<file path="src/rtl/nic_chan_buf.sv">
// ============================================================================
// nic_chan_buf : parametrised NIC with input/output circular FIFOs between a
//                processor port and a router port, with optional VC gating.
// Revision     : 1.0
// ============================================================================
`default_nettype none

module nic_chan_buf #(
  parameter int DATA_W  = 64,
  parameter int DEPTH   = 4,
  parameter int VC_GATE = 1,
  parameter int CNT_W   = $clog2(DEPTH) + 1
) (
  input  logic              clk,
  input  logic              reset,
  input  logic [0:1]        addr_nic,
  input  logic [0:DATA_W-1] din_to_nic,
  output logic [0:DATA_W-1] dout_from_nic,
  input  logic              nicEn,
  input  logic              nicWrEn,
  output logic              net_so,
  input  logic              net_ro,
  output logic [0:DATA_W-1] net_do,
  input  logic              net_si,
  output logic              net_ri,
  input  logic [0:DATA_W-1] net_di,
  input  logic              net_polarity
);

  localparam int AW = $clog2(DEPTH);

  logic [0:DATA_W-1] r_in_mem  [DEPTH];
  logic [0:DATA_W-1] r_out_mem [DEPTH];
  logic [AW-1:0]     r_in_wr, r_in_rd, r_out_wr, r_out_rd;
  logic [CNT_W-1:0]  r_in_cnt, r_out_cnt;
  logic              r_ovf;

  logic              w_rd, w_wr;
  logic              w_in_full, w_in_empty, w_out_full, w_out_empty;
  logic              w_in_push, w_in_pop, w_out_push, w_out_pop;
  logic              w_out_drop, w_ovf_clr, w_vc_ok;
  logic [0:DATA_W-1] w_in_head, w_out_head;
  logic [DATA_W-1:0] w_in_stat, w_out_stat;
  logic [0:DATA_W-1] w_dout;

  assign w_rd = nicEn & ~nicWrEn;
  assign w_wr = nicEn & nicWrEn;

  assign w_in_full   = (r_in_cnt  == CNT_W'(DEPTH));
  assign w_in_empty  = (r_in_cnt  == '0);
  assign w_out_full  = (r_out_cnt == CNT_W'(DEPTH));
  assign w_out_empty = (r_out_cnt == '0);

  assign w_in_head  = r_in_mem[r_in_rd];
  assign w_out_head = r_out_mem[r_out_rd];

  generate
    if (VC_GATE != 0) begin : g_vc_gate
      assign w_vc_ok = (net_polarity == w_out_head[0]);
    end else begin : g_no_vc_gate
      assign w_vc_ok = 1'b1;
    end
  endgenerate

  // Full/empty come from pre-edge state, so simultaneous push+pop never
  // lets a push into a full buffer through.
  assign w_in_push  = net_si & ~w_in_full;
  assign w_in_pop   = w_rd & (addr_nic == 2'b00) & ~w_in_empty;
  assign w_out_push = w_wr & (addr_nic == 2'b10) & ~w_out_full;
  assign w_out_drop = w_wr & (addr_nic == 2'b10) & w_out_full;
  assign w_out_pop  = net_so & net_ro;
  assign w_ovf_clr  = w_rd & (addr_nic == 2'b11);

  assign net_ri = ~w_in_full;
  assign net_so = ~w_out_empty & w_vc_ok;
  assign net_do = w_out_head;

  always_ff @(posedge clk or negedge reset) begin
    if (!reset) begin
      for (int i = 0; i < DEPTH; i++) r_in_mem[i] <= '0;
      r_in_wr  <= '0;
      r_in_rd  <= '0;
      r_in_cnt <= '0;
    end else begin
      if (w_in_push) begin
        r_in_mem[r_in_wr] <= net_di;
        r_in_wr           <= r_in_wr + AW'(1);
      end
      if (w_in_pop) r_in_rd <= r_in_rd + AW'(1);
      r_in_cnt <= r_in_cnt + CNT_W'(w_in_push) - CNT_W'(w_in_pop);
    end
  end

  always_ff @(posedge clk or negedge reset) begin
    if (!reset) begin
      for (int i = 0; i < DEPTH; i++) r_out_mem[i] <= '0;
      r_out_wr  <= '0;
      r_out_rd  <= '0;
      r_out_cnt <= '0;
      r_ovf     <= 1'b0;
    end else begin
      if (w_out_push) begin
        r_out_mem[r_out_wr] <= din_to_nic;
        r_out_wr            <= r_out_wr + AW'(1);
      end
      if (w_out_pop) r_out_rd <= r_out_rd + AW'(1);
      r_out_cnt <= r_out_cnt + CNT_W'(w_out_push) - CNT_W'(w_out_pop);
      if (w_out_drop)     r_ovf <= 1'b1;
      else if (w_ovf_clr) r_ovf <= 1'b0;
    end
  end

  // Status words built LSB-numbered; the last bit of the ascending bus is bit 0 here.
  always_comb begin
    w_in_stat              = '0;
    w_in_stat[0]           = ~w_in_empty;
    w_in_stat[CNT_W:1]     = r_in_cnt;
    w_out_stat             = '0;
    w_out_stat[0]          = w_out_full;
    w_out_stat[1]          = r_ovf;
    w_out_stat[CNT_W+1:2]  = r_out_cnt;
  end

  always_comb begin
    w_dout = '0;
    if (w_rd) begin
      case (addr_nic)
        2'b00:   w_dout = w_in_head;
        2'b01:   w_dout = w_in_stat;
        2'b11:   w_dout = w_out_stat;
        default: w_dout = '0;
      endcase
    end
  end

  assign dout_from_nic = w_dout;

endmodule

`default_nettype wire

</file>
<file path="config.mk">
export PLATFORM = sky130hd
export DESIGN_NAME = nic_chan_buf
export DESIGN_NICKNAME = d
export VERILOG_FILES = /design/src/rtl/nic_chan_buf.sv
export SDC_FILE = /design/constraint.sdc
export NUM_CORES = 1
export LEC_CHECK = 0
export CAP_MARGIN = 20
export CORE_MARGIN = 2
export CORE_UTILIZATION = 57
export DETAILED_ROUTE_END_ITERATION = 7
export PLACE_DENSITY = 0.84
export SLEW_MARGIN = 5
export SYNTH_ARGS = -nofsm -noshare
export SYNTH_HDL_FRONTEND = slang
export SYNTH_SLANG_ARGS = --single-unit
</file>
<file path="constraint.sdc">
create_clock -name clk -period 2.78 [get_ports clk]
set_clock_uncertainty 0.1 [all_clocks]
set_input_delay 0.556 -clock clk [delete_from_list [all_inputs] [get_ports clk]]
set_output_delay 0.556 -clock clk [all_outputs]
set_load 0.03 [all_outputs]
</file>
### Word level (Yosys, flattened, before mapping)

Index checks and enable logic that the tools add are counted.

* $add $sub $neg: 8
* order comparisons: 6
* equal/unequal tests: 6
* mux-type cells: 16
* bitwise logic cells: 20
* reduce and logical (&&, ||, !) cells: 6

Operators with widths (number)
* $bwmux W256: 2
* $mux W64: 7
* $bmux W64 S2: 2
* $demux W64 S2: 2
* $pmux W64 S3: 1
* $ge A3 B3 Y1 const B: 4
* $not A2 Y3: 4
* $and A1 B1 Y1: 11
* $add A2 B1 Y2 const B: 4
* $add A3 B1 Y3: 2
* $eq A3 B3 Y1 const B: 2
* $logic_not A3 Y1: 2
* $lt A3 B1 Y1 const B: 2
* $sub A3 B1 Y3: 2
* $not A1 Y1: 5
* $eq A2 B2 Y1 const B: 2
* $eq A2 B1 Y1 const B: 1
* $logic_and A1 B1 Y1: 2
* $logic_not A2 Y1: 1
* $mux W1: 2
* $reduce_bool A2 Y1: 1
* $eq A1 B1 Y1: 1

* bits in registers: 527
* input port bits: 137
* output and inout bits: 130
* word-level logic and storage cells: 77

### Depth between registers and ports, before layout

Gate-level depths: netlist of run 1.

* depth after elaboration: 8
* depth in mapped cells: 11
* gate-level depth less buffers: 10

### Least setup slack after synthesis of run 1

OpenSTA, ideal clock, no wires.

* path type: register to register
* start point: reg r_out_rd[0]
* end point: reg r_out_cnt[2]
* library setup time: 0.123 ns
* data arrival time: 2.619 ns
* required time: 2.557 ns
* slack: -0.062 ns
* stages on the path, launching flop included: 11
* path buffers: 2
* clock period less this slack: 2.842 ns
* path through: dfrtp_1 clkbuf_1 buf_2 mux2i_1 xor2_1 nor2_1 ha_1 inv_1 ha_1 fa_1 xnor2_1

* longest elaborated chain between the ends: 8

RTL lines
* start: declaration: RTL line 34 `logic [AW-1:0] r_in_wr, r_in_rd, r_out_wr, r_out_rd;`
* start signal: assignment: RTL line 106 `if (w_out_pop) r_out_rd <= r_out_rd + AW'(1);`
* $not A2 Y3 (implied by the code): RTL line 55 `assign w_out_head = r_out_mem[r_out_rd];`
* $bmux W64 S2: RTL line 55
* $mux W64 (implied by the code) (2 in series): RTL line 55
* named net net_do, one bit: RTL line 23 `output logic [0:DATA_W-1] net_do,`
* $eq A1 B1 Y1: RTL line 59 `assign w_vc_ok = (net_polarity == w_out_head[0]);`
* $and A1 B1 Y1: RTL line 75 `assign net_so = ~w_out_empty & w_vc_ok;`
* $and A1 B1 Y1: RTL line 71 `assign w_out_pop = net_so & net_ro;`
* named net w_out_pop: RTL line 40 `logic w_in_push, w_in_pop, w_out_push, w_out_pop;`
* $sub A3 B1 Y3: RTL line 107 `r_out_cnt <= r_out_cnt + CNT_W'(w_out_push) - CNT_W'(w_out_pop);`
* end signal: assignment: RTL line 107
* end: declaration: RTL line 35 `logic [CNT_W-1:0] r_in_cnt, r_out_cnt;`

The timed path passes the listed nets, and every way through them passes these cells. The select of a mux whose other input is x is not followed.
A chain may end at the register's enable or synchronous reset.

### Final worst setup path of run 1

* start point: reg r_in_rd[0]
* end point: out dout_from_nic[39] in the netlist's numbering

* longest elaborated chain between the ends: 6

RTL lines
* start: declaration: RTL line 34
* start signal: assignment: RTL line 89 `if (w_in_pop) r_in_rd <= r_in_rd + AW'(1);`
* $not A2 Y3 (implied by the code): RTL line 54 `assign w_in_head = r_in_mem[r_in_rd];`
* $bmux W64 S2: RTL line 54
* $mux W64 (implied by the code) (2 in series): RTL line 54
* $pmux W64 S3: RTL line 127 `case (addr_nic)`
* $mux W64: RTL line 126 `if (w_rd) begin`
* end: declaration: RTL line 18 `output logic [0:DATA_W-1] dout_from_nic,`

No other way between the ends. The select of a mux whose other input is x is not followed.

==> results of run 1 <==
kinds of logic after synthesis:
family	share of synthesized area
fa+ha+maj	0.00770
simple gates	0.0252
buf+inv	0.0380
mux	0.388
compound gates	0.00269
flops	0.534
xor+xnor	0.00426
power by group through the flow:
stage          clock [mW]  combinational, mW  sequential (mW)
3_5_place_dp            0               15.9             13.4
3_3_place_gp            0               15.6             13.1
4_1_cts              7.81               16.2             13.4
6_report             7.70               16.5             13.5
5_1_grt              8.16               17.4             13.8
2_1_floorplan           0               11.8             12.6
cell type report:
cell class | count | area, um^2
tap | 585 | 732
timing repair buffer | 360 | 4040
sequential | 527 | 13200
clock buffer | 76 | 1630
multi-input combinational | 775 | 10700
clock inverter | 24 | 285
fill | 2603 | 12200
antenna | 5 | 12.5
inverter | 13 | 48.8
critical path: cells and delay by family (launching register included):
family | cells | cell delay (ns)
mux | 1 | 0.54
flops | 1 | 0.49
buf+inv | 3 | 0.46
simple gates | 1 | 0.18
flip-flops by register name, indices dropped and copies added, names as in the netlist:
register   flops
r_out_wr       2
r_ovf          1
r_in_cnt       3
r_out_mem    256
r_in_wr        2
r_in_rd        2
r_out_cnt      3
r_in_mem     256
r_out_rd       2
cell usage in the layout (no fill, tap or decap), drive strengths merged, types with 3 or more instances in the layout:
| master | count |
|---|---|
| buf | 215 |
| clkinv | 15 |
| inv | 13 |
| diode | 5 |
| clkdlybuf4s50 | 133 |
| mux2 | 512 |
| xor2 | 4 |
| o21ai | 9 |
| ha | 12 |
| mux2i | 6 |
| and2 | 60 |
| clkbuf | 82 |
| xnor2 | 8 |
| mux4 | 127 |
| nand2 | 15 |
| nor2 | 6 |
| bufinv | 6 |
| clkinvlp | 3 |
| dfrtp | 527 |
per-stage QoR:
stage          hold slack (ns)  power [mW]
6_report                 0.381        37.7
5_1_grt                  0.369        39.4
3_5_place_dp             0.387        29.3
2_1_floorplan            0.160        24.4
3_3_place_gp             0.381        28.7
4_1_cts                  0.397        37.4
layer usage:
metal / vias to the layer above / wire length (um) / track usage
li1: 5836 / - / -
met1: 7340 / 23600 / 0.342
met2: 357 / 28100 / 0.421
met3: 95 / 3240 / 0.0542
met4: 2 / 1480 / 0.0874
met5: - / 11 / 0
how the worst min path moves through the flow:
stage                        startpoint              to  slack, ns
final                       addr_nic[0]           r_ovf       0.38
after global routing        addr_nic[0]           r_ovf       0.37
after CTS                         reset  r_out_mem[148]       0.40
after detailed placement  r_out_mem[91]   r_out_mem[91]       0.39
after global placement    r_out_mem[66]   r_out_mem[66]       0.38
after floorplan                   reset     r_in_cnt[0]       0.16
timing repair:
item / in CTS / in global routing
setup endpoints to repair: 123 / 79
setup buffers: 19 / 3
hold buffers: 1 / 0
hold endpoints to repair: 51 / 0
pin swaps: 6 / 4
gates resized for setup: 396 / 37
cloned: 6 / 5
==> flow_summary.ini, run 1 <==
[setup_path]
end_kind = output pin
startpoint = r_in_rd[0]
crit_top_cell = buf_4
crit_type = reg2out
worstPathMaxFanout = 6
r2r_slack_ns = 0.18
startpoint_type = register
path_cells = buf_4 > buf_12 > mux4_2 > and2_1 > buf_4
cp-endpoint = dout_from_nic[39]
r2r_cells = 9
crit_arrival_ns = 2.27
r2r-start = r_out_rd[0]
critPathSlowestCell = mux4_2
r2r-end = r_out_cnt[1]
cp.required_ns = 2.12
critical_path.max_stage_delay_ns = 0.54

[finish]
nNetsFinal = 1882
final_core_util = 0.716
layout.cells.non_filler = 2365
area_growth_pct = 24.3
drive_above_1_share = 0.578
finalInstanceArea_mm2 = 0.0307

[grt]
grt_pass1_vias = 15600
grt_pass1_wl_um = 88700
grtUsageTotal = 0.256
grt_start_max_net_pins = 63
antenna_found_initial = 5
grt_overflow = 0

[yosys]
yosysWarnings = 0
synth_area_leaders = dfrtp_1 53%, mux2_4 15%, mux2_2 12%
async_flop_share = 1.00
synth_top_cell_area_share = 0.534
synth_seq_area_share = 0.534
synth_ff_type = dfrtp_1
syn_avg_cell_area_um2 = 17.6
synthTopCellsByCount = 527 x dfrtp_1, 272 x mux2_2, 240 x mux2_4
syn_area_mm2 = 0.0247
synth_top_cell_by_area = dfrtp_1
syn_inst = 1402
synth.ff_latch_count = 527
synth.net_count = 1553
synth_edf_count = 0
synth_cell_type_count = 36
yosysMostFrequentCell = dfrtp_1

[clock_network]
cts-root-buf = clkbuf_16
worstSkewPairLatency_ns = 0.59
clkSlewWorstSetupHoldPaths_ns = 0.06
cts_tree = built
cts_made_buffers = 54
clock-sinks = 527
htreeDepth = 2
clk_path_buf_depth = 3

[placement]
hpwlAfterDp_um = 33500
dp_cells = 2229
preCtsSetupSlack_ns = -0.304
port_buffers = 266
place_congestion = 0.781
dpl-instance-area_mm2 = 0.0281

[routing]
routed_wirelength_um = 56400
viasPerCell = 5.76
dr.pass1.iters = 5
drtIter0Drc = 845
ant_nets = 0
wire_per_inst_um = 23.9
drc_errors = 0
vias = 13600

[floorplan]
die-area_mm2 = 0.0450
die_h_um = 212
core_mm2 = 0.0429
io_pins = 267
rows = 76
start_util = 0.576
die_w_um = 212

[sta]
maxSlewViolCount = 0
report.final.setup_viol = 72
rsz0062_at_grt = yes
max_freq_mhz = 342
fin_setup_tns_ns = -5.58
post-route-period-util = 1.05
final_hold_viol_count = 0
slew_headroom = 0.651
worst_pin_slew_ns = 0.524
min_period_ns = 2.93
setup_ws_ns = -0.147

[hold_path]
worstHoldPathType = in2reg
worstHoldPathCells = 3

[power]
sw_frac_of_total = 0.319
seqPwrFrac = 0.358
max-vdd-ir-drop_uv = 701
internal-power_mw = 25.6
clkPwrFrac = 0.204
p_leak_nw = 14.5
switchingPower_mw = 12.0
power.density_mw_per_mm2 = 1230
p_comb_frac = 0.438

[flow_run]
max_cap_viol_count = 0

[run_status]
outcome = complete, but fails checks
violations = negative setup slack
Note: power is estimated with default switching activity, not from simulation.
==> inputs of run 2 (changes only) <==
- CTS_CLUSTER_DIAMETER: default -> 120
- RECOVER_POWER: default -> 25
==> run 2 against run 1 <==
The run ends with max-capacitance violations, max-slew violations, negative setup slack left. Sequential cell count stayed put. Combinational power hardly changed. Die area stayed put. First-iteration DRC count is 1.1% lower. Sequential power hardly changed. Via count is 0.29% higher.
==> flow_summary.ini, run 2 (synthesis results as in run 1) <==
[run_status]
outcome = complete, but fails checks
violations = max-capacitance violations, max-slew violations, negative setup slack

[clock_network]
cts-root-buf = clkbuf_16
clock-sinks = 527
clkSlewWorstSetupHoldPaths_ns = 0.06
worstSkewPairLatency_ns = 0.59
clk_path_buf_depth = 3
cts_tree = built
htreeDepth = 2
cts_made_buffers = 54

[routing]
routed_wirelength_um = 56500
dr.pass1.iters = 5
drtIter0Drc = 836
vias = 13700
viasPerCell = 5.78
drc_errors = 0
wire_per_inst_um = 23.9
ant_nets = 0

[floorplan]
start_util = 0.576
rows = 76
die_h_um = 212
die-area_mm2 = 0.0450
core_mm2 = 0.0429
io_pins = 267
die_w_um = 212

[placement]
dpl-instance-area_mm2 = 0.0281
port_buffers = 266
hpwlAfterDp_um = 33500
place_congestion = 0.781

[sta]
setup_ws_ns = -0.147
min_period_ns = 2.93
max_freq_mhz = 342
maxSlewViolCount = 58
whs_ns = 0.381
worst_pin_slew_ns = 1.66
slew_headroom = -0.109
post-route-period-util = 1.05
final_hold_viol_count = 0
rsz0062_at_grt = yes
report.final.setup_viol = 73

[grt]
antenna_found_initial = 5
grt_overflow = 0
grt_pass1_vias = 15600
grt_pass1_wl_um = 88700
grt_start_max_net_pins = 63
grtUsageTotal = 0.256

[setup_path]
cp.buffers_inverters = 3
worstPathMaxFanout = 6
end_kind = output pin
startpoint_type = register
cp.required_ns = 2.12
critPathSlowestCell = mux4_2
crit_arrival_ns = 2.27
critical_path.max_stage_delay_ns = 0.54
crit_top_cell = buf_4
r2r-end = r_out_cnt[2]
r2r_slack_ns = 0.20
crit_family = multiplexers
r2r-start = r_out_rd[0]
crit_type = reg2out
r2r_cells = 10
path_cells = buf_4 > buf_12 > mux4_2 > and2_1 > buf_4

[finish]
multi_input_area_mm2 = 0.0107
final_common_cell = dfrtp_1
finalInstanceArea_mm2 = 0.0306
ff_latch_area_mm2 = 0.0132
area_growth_pct = 24.1
drive_above_1_share = 0.577
top_regs = r_in_mem x256, r_out_mem x256
mostFrequentLayoutCells = 523 x dfrtp_1, 272 x mux2_2, 240 x mux2_4, 132 x clkdlybuf4s50_1, 127 x mux4_2
nFillCells = 2610
nNetsFinal = 1882

[power]
p_comb_frac = 0.438
sw_frac_of_total = 0.319
max-vdd-ir-drop_uv = 699
clkPwrFrac = 0.205
internal-power_mw = 25.6
p_leak_nw = 14.4
switchingPower_mw = 12.0
power.density_mw_per_mm2 = 1230
seqPwrFrac = 0.358

[hold_path]
holdPathEnd = r_ovf
worstHoldPathCells = 3
worstHoldPathType = in2reg
hp-start = addr_nic[0]

[flow_run]
max_cap_viol_count = 1
## run 2: cell count changes in the layout (fill, tap and decap cells not counted)
cell,before,now
clkbuf_1,6,7
buf_8,2,1
buf_6,65,66
buf_12,50,47
dlygate4sd3_1,1,2
clkdlybuf4s50_1,133,132
buf_4,50,47
buf_2,43,44
clkbuf_4,0,3
clkbuf_2,1,2
## run 2: per-stage QoR
| stage | instances | setup WS, ns | util | setup TNS (ns) | power (mW) |
|---|---|---|---|---|---|
| 2_1_floorplan | 1402 | 0.0539 | - | 0 | 24.4 |
| 3_3_place_gp | 2229 | -0.194 | 0.656 | -4.16 | 28.7 |
| 3_5_place_dp | 2229 | -0.304 | 0.656 | -11.49 | 29.3 |
| 4_1_cts | 2355 | -0.190 | 0.711 | -8.94 | 37.4 |
| 5_1_grt | 2362 | -0.207 | 0.714 | -15.46 | 39.4 |
| 6_report | 2365 | -0.147 | 0.714 | -6.12 | 37.7 |
## run 2: layout make-up
class	instances	share of cell area
Sequential cell	527	0.431
Clock buffer	76	0.0531
Tap cell	585	0.0239
Timing Repair Buffer	360	0.130
Clock inverter	24	0.00931
Antenna cell	5	0.000408
Multi-Input combinational cell	775	0.351
Inverter	13	0.00159
## run 2: worst max-delay path by stage
stage / from / endpoint / slack [ns] / depth (start not counted)
floorplan: addr_nic[0] / r_in_cnt[2] / 0.05 / 11
global placement: addr_nic[1] / dout_from_nic[33] / -0.19 / 5
detailed placement: addr_nic[1] / dout_from_nic[33] / -0.30 / 5
CTS: r_in_rd[0] / dout_from_nic[40] / -0.19 / 6
global route: r_in_rd[0] / dout_from_nic[10] / -0.21 / 5
finish: r_in_rd[0] / dout_from_nic[39] / -0.15 / 5
## run 2: metal layers
metal / up-vias / GRT usage / wire length [um]
li1: 5828 / - / -
met1: 7375 / 0.342 / 23500
met2: 371 / 0.421 / 28200
met3: 94 / 0.0542 / 3320
met4: 2 / 0.0874 / 1470
met5: - / 0 / 11
## run 2: power by group through the flow
stage | sequential (mW) | clock, mW | combinational [mW]
after floorplan | 12.6 | 0 | 11.8
after global placement | 13.1 | 0 | 15.6
after global routing | 13.8 | 8.16 | 17.4
final | 13.5 | 7.71 | 16.5
after CTS | 13.4 | 7.81 | 16.2
after detailed placement | 13.4 | 0 | 15.9
## run 2: what timing repair did
action,in CTS,in global routing
resized for setup,396,37
setup endpoints to repair,123,79
setup buffers,19,3
gates cloned,6,5
pin swaps,6,4
hold buffers,1,0
hold endpoints to repair,51,0
## run 2: worst register-to-register path: cells and delay by family, from the launching register on
| kind | cells | cell delay (ns) |
|---|---|---|
| XOR/XNOR | 2 | 0.34 |
| flip-flops | 1 | 0.51 |
| buffers and inverters | 3 | 0.33 |
| multiplexers | 1 | 0.19 |
| AND/OR/NAND/NOR | 1 | 0.11 |
| adder cells (fa/ha/maj) | 3 | 0.89 |
==> inputs of run 3 (changes only) <==
- CORE_UTILIZATION: 57 -> 56
- CTS_CLUSTER_SIZE: default -> 30
- PLACE_DENSITY: 0.84 -> 0.83
- SLEW_MARGIN: 5 -> 20
==> run 3 against run 2 <==
The run still ends with max-capacitance violations, max-slew violations, negative setup slack left. Die area rose by 1.8%. Sequential cell count unchanged. Register-to-register slack lost 0.02 ns. Sequential power about the same. Sequential share of layout area increased by 2.3 points. Cell count down 3.7%. Worst hold slack better by 0.030 ns. Worst setup slack better by 0.038 ns. Count of clock-buffer cells in the layout shrank 52. Critical endpoint is now dout_from_nic[35]. Largest cell class unchanged.
==> flow_summary.ini, run 3 (synthesis results as in run 1) <==
[floorplan]
core_mm2 = 0.0433
die_w_um = 214
io_pins = 267
die-area_mm2 = 0.0458
start_util = 0.571
die_h_um = 214
rows = 76

[clock_network]
cts_made_buffers = 21
clk_path_buf_depth = 3
clkSlewWorstSetupHoldPaths_ns = 0.11
cts-root-buf = clkbuf_16
clock-sinks = 527
htreeDepth = 1
cts_tree = built
worstSkewPairLatency_ns = 0.55

[setup_path]
cp.required_ns = 2.12
crit_type = reg2out
worstPathMaxFanout = 9
crit_arrival_ns = 2.23
startpoint_type = register
end_kind = output pin

[run_status]
outcome = complete, but fails checks
violations = max-capacitance violations, max-slew violations, negative setup slack

[sta]
report.final.setup_viol = 59
min_period_ns = 2.89
worst_pin_slew_ns = 1.77
rsz0062_at_grt = yes
post-route-period-util = 1.04
setup_ws_ns = -0.109
slew_headroom = -0.179
max_freq_mhz = 346
maxSlewViolCount = 62
whs_ns = 0.411
final_hold_viol_count = 0

[placement]
preCtsSetupSlack_ns = -0.284
place_congestion = 0.782
hpwlAfterDp_um = 32900
port_buffers = 266

[finish]
nNetsFinal = 1838
top_regs = r_in_mem x256, r_out_mem x256
final_common_cell = dfrtp_1
mostFrequentLayoutCells = 523 x dfrtp_1, 272 x mux2_2, 240 x mux2_4, 135 x clkdlybuf4s50_1, 127 x mux4_2
area_growth_pct = 17.7
drive_above_1_share = 0.562

[grt]
antenna_found_initial = 5
grtUsageTotal = 0.230
grt_overflow = 0
grt_start_max_net_pins = 72
grt_pass1_wl_um = 84300
grt_pass1_vias = 14600

[routing]
drc_errors = 0
routed_wirelength_um = 52700
vias = 13100
drtIter0Drc = 847
ant_nets = 0
viasPerCell = 5.75
dr.pass1.iters = 5
wire_per_inst_um = 23.2

[power]
p_leak_nw = 13.7
power.density_mw_per_mm2 = 1130
max-vdd-ir-drop_uv = 604

[hold_path]
worstHoldPathType = reg2reg

[flow_run]
max_cap_viol_count = 1
## run 3: cell types whose count changed in the layout (fill, tap and decap cells not counted), moves of 5 or more
cell,previous run,this run
clkinv_2,13,0
buf_12,47,33
clkbuf_2,2,7
buf_4,47,37
clkbuf_8,13,0
clkbuf_16,62,27
and2_4,51,60
bufinv_16,6,0
and2_1,9,0
buf_2,44,51
## run 3: path summary, 6_finish.rpt
kind / cells past startpoint / to / from / slack [ns]
hold / removal: 1 / r_out_mem[81] / r_out_mem[81] / 0.41
setup / recovery: 6 / dout_from_nic[35] / r_in_rd[0] / -0.11
setup reg to reg: 9 / r_out_cnt[2] / r_out_rd[0] / 0.18
hold reg to reg: 1 / r_out_mem[81] / r_out_mem[81] / 0.41
min in group asynchronous: 2 / r_out_mem[213] / reset / 0.92
max in group asynchronous: 3 / r_in_mem[77] / reset / 0.24
## run 3: routing by layer
metal / global-route usage / routed length, um
met1: 0.329 / 23500
met2: 0.374 / 25900
met3: 0.0385 / 2350
met4: 0.0506 / 931
met5: 0 / 17
## run 3: timing repair
| action | 4_1_cts | 5_1_grt |
|---|---|---|
| hold buffers | 1 | 0 |
| pin swaps | 3 | 7 |
| gates resized for setup | 425 | 49 |
| endpoints found under the setup margin | 127 | 91 |
| hold endpoints to repair | 48 | 0 |
| cloned | 5 | 6 |
| setup buffers | 12 | 3 |
## run 3: cell type report
class	instances	area [um^2]
fillers	2928	14200
flip-flops and latches	527	13200
multi-input cells	775	10800
well taps	585	732
diodes	3	7.51
repair buffers	349	3770
inverters	13	48.8
clock buffers	24	537
clock inverters	1	16.3
## run 3: where the power goes
group,switching [mW],internal [mW]
logic,6.66,9.26
clock network,2.28,1.40
registers,2.03,11.3
## run 3: critical path, stage by stage, from the launching register on
cell and delay, ns:
dfrtp_4 0.51, buf_4 0.15, buf_12 0.14, buf_12 0.12
mux4_2 0.44, and2_4 0.18, buf_6 0.13
## run 3: through the flow
step | util | instances | area, um^2 | total power, mW | setup TNS, ns
after floorplan | - | 1402 | 24700 | 24.4 | 0
after global placement | 0.646 | 2223 | 27900 | 28.4 | -5.18
after detailed placement | 0.646 | 2223 | 27900 | 28.9 | -12.06
after CTS | 0.667 | 2265 | 28800 | 32.7 | -5.72
after global routing | 0.672 | 2276 | 29100 | 34.7 | -11.77
final | 0.672 | 2277 | 29100 | 32.9 | -3.39
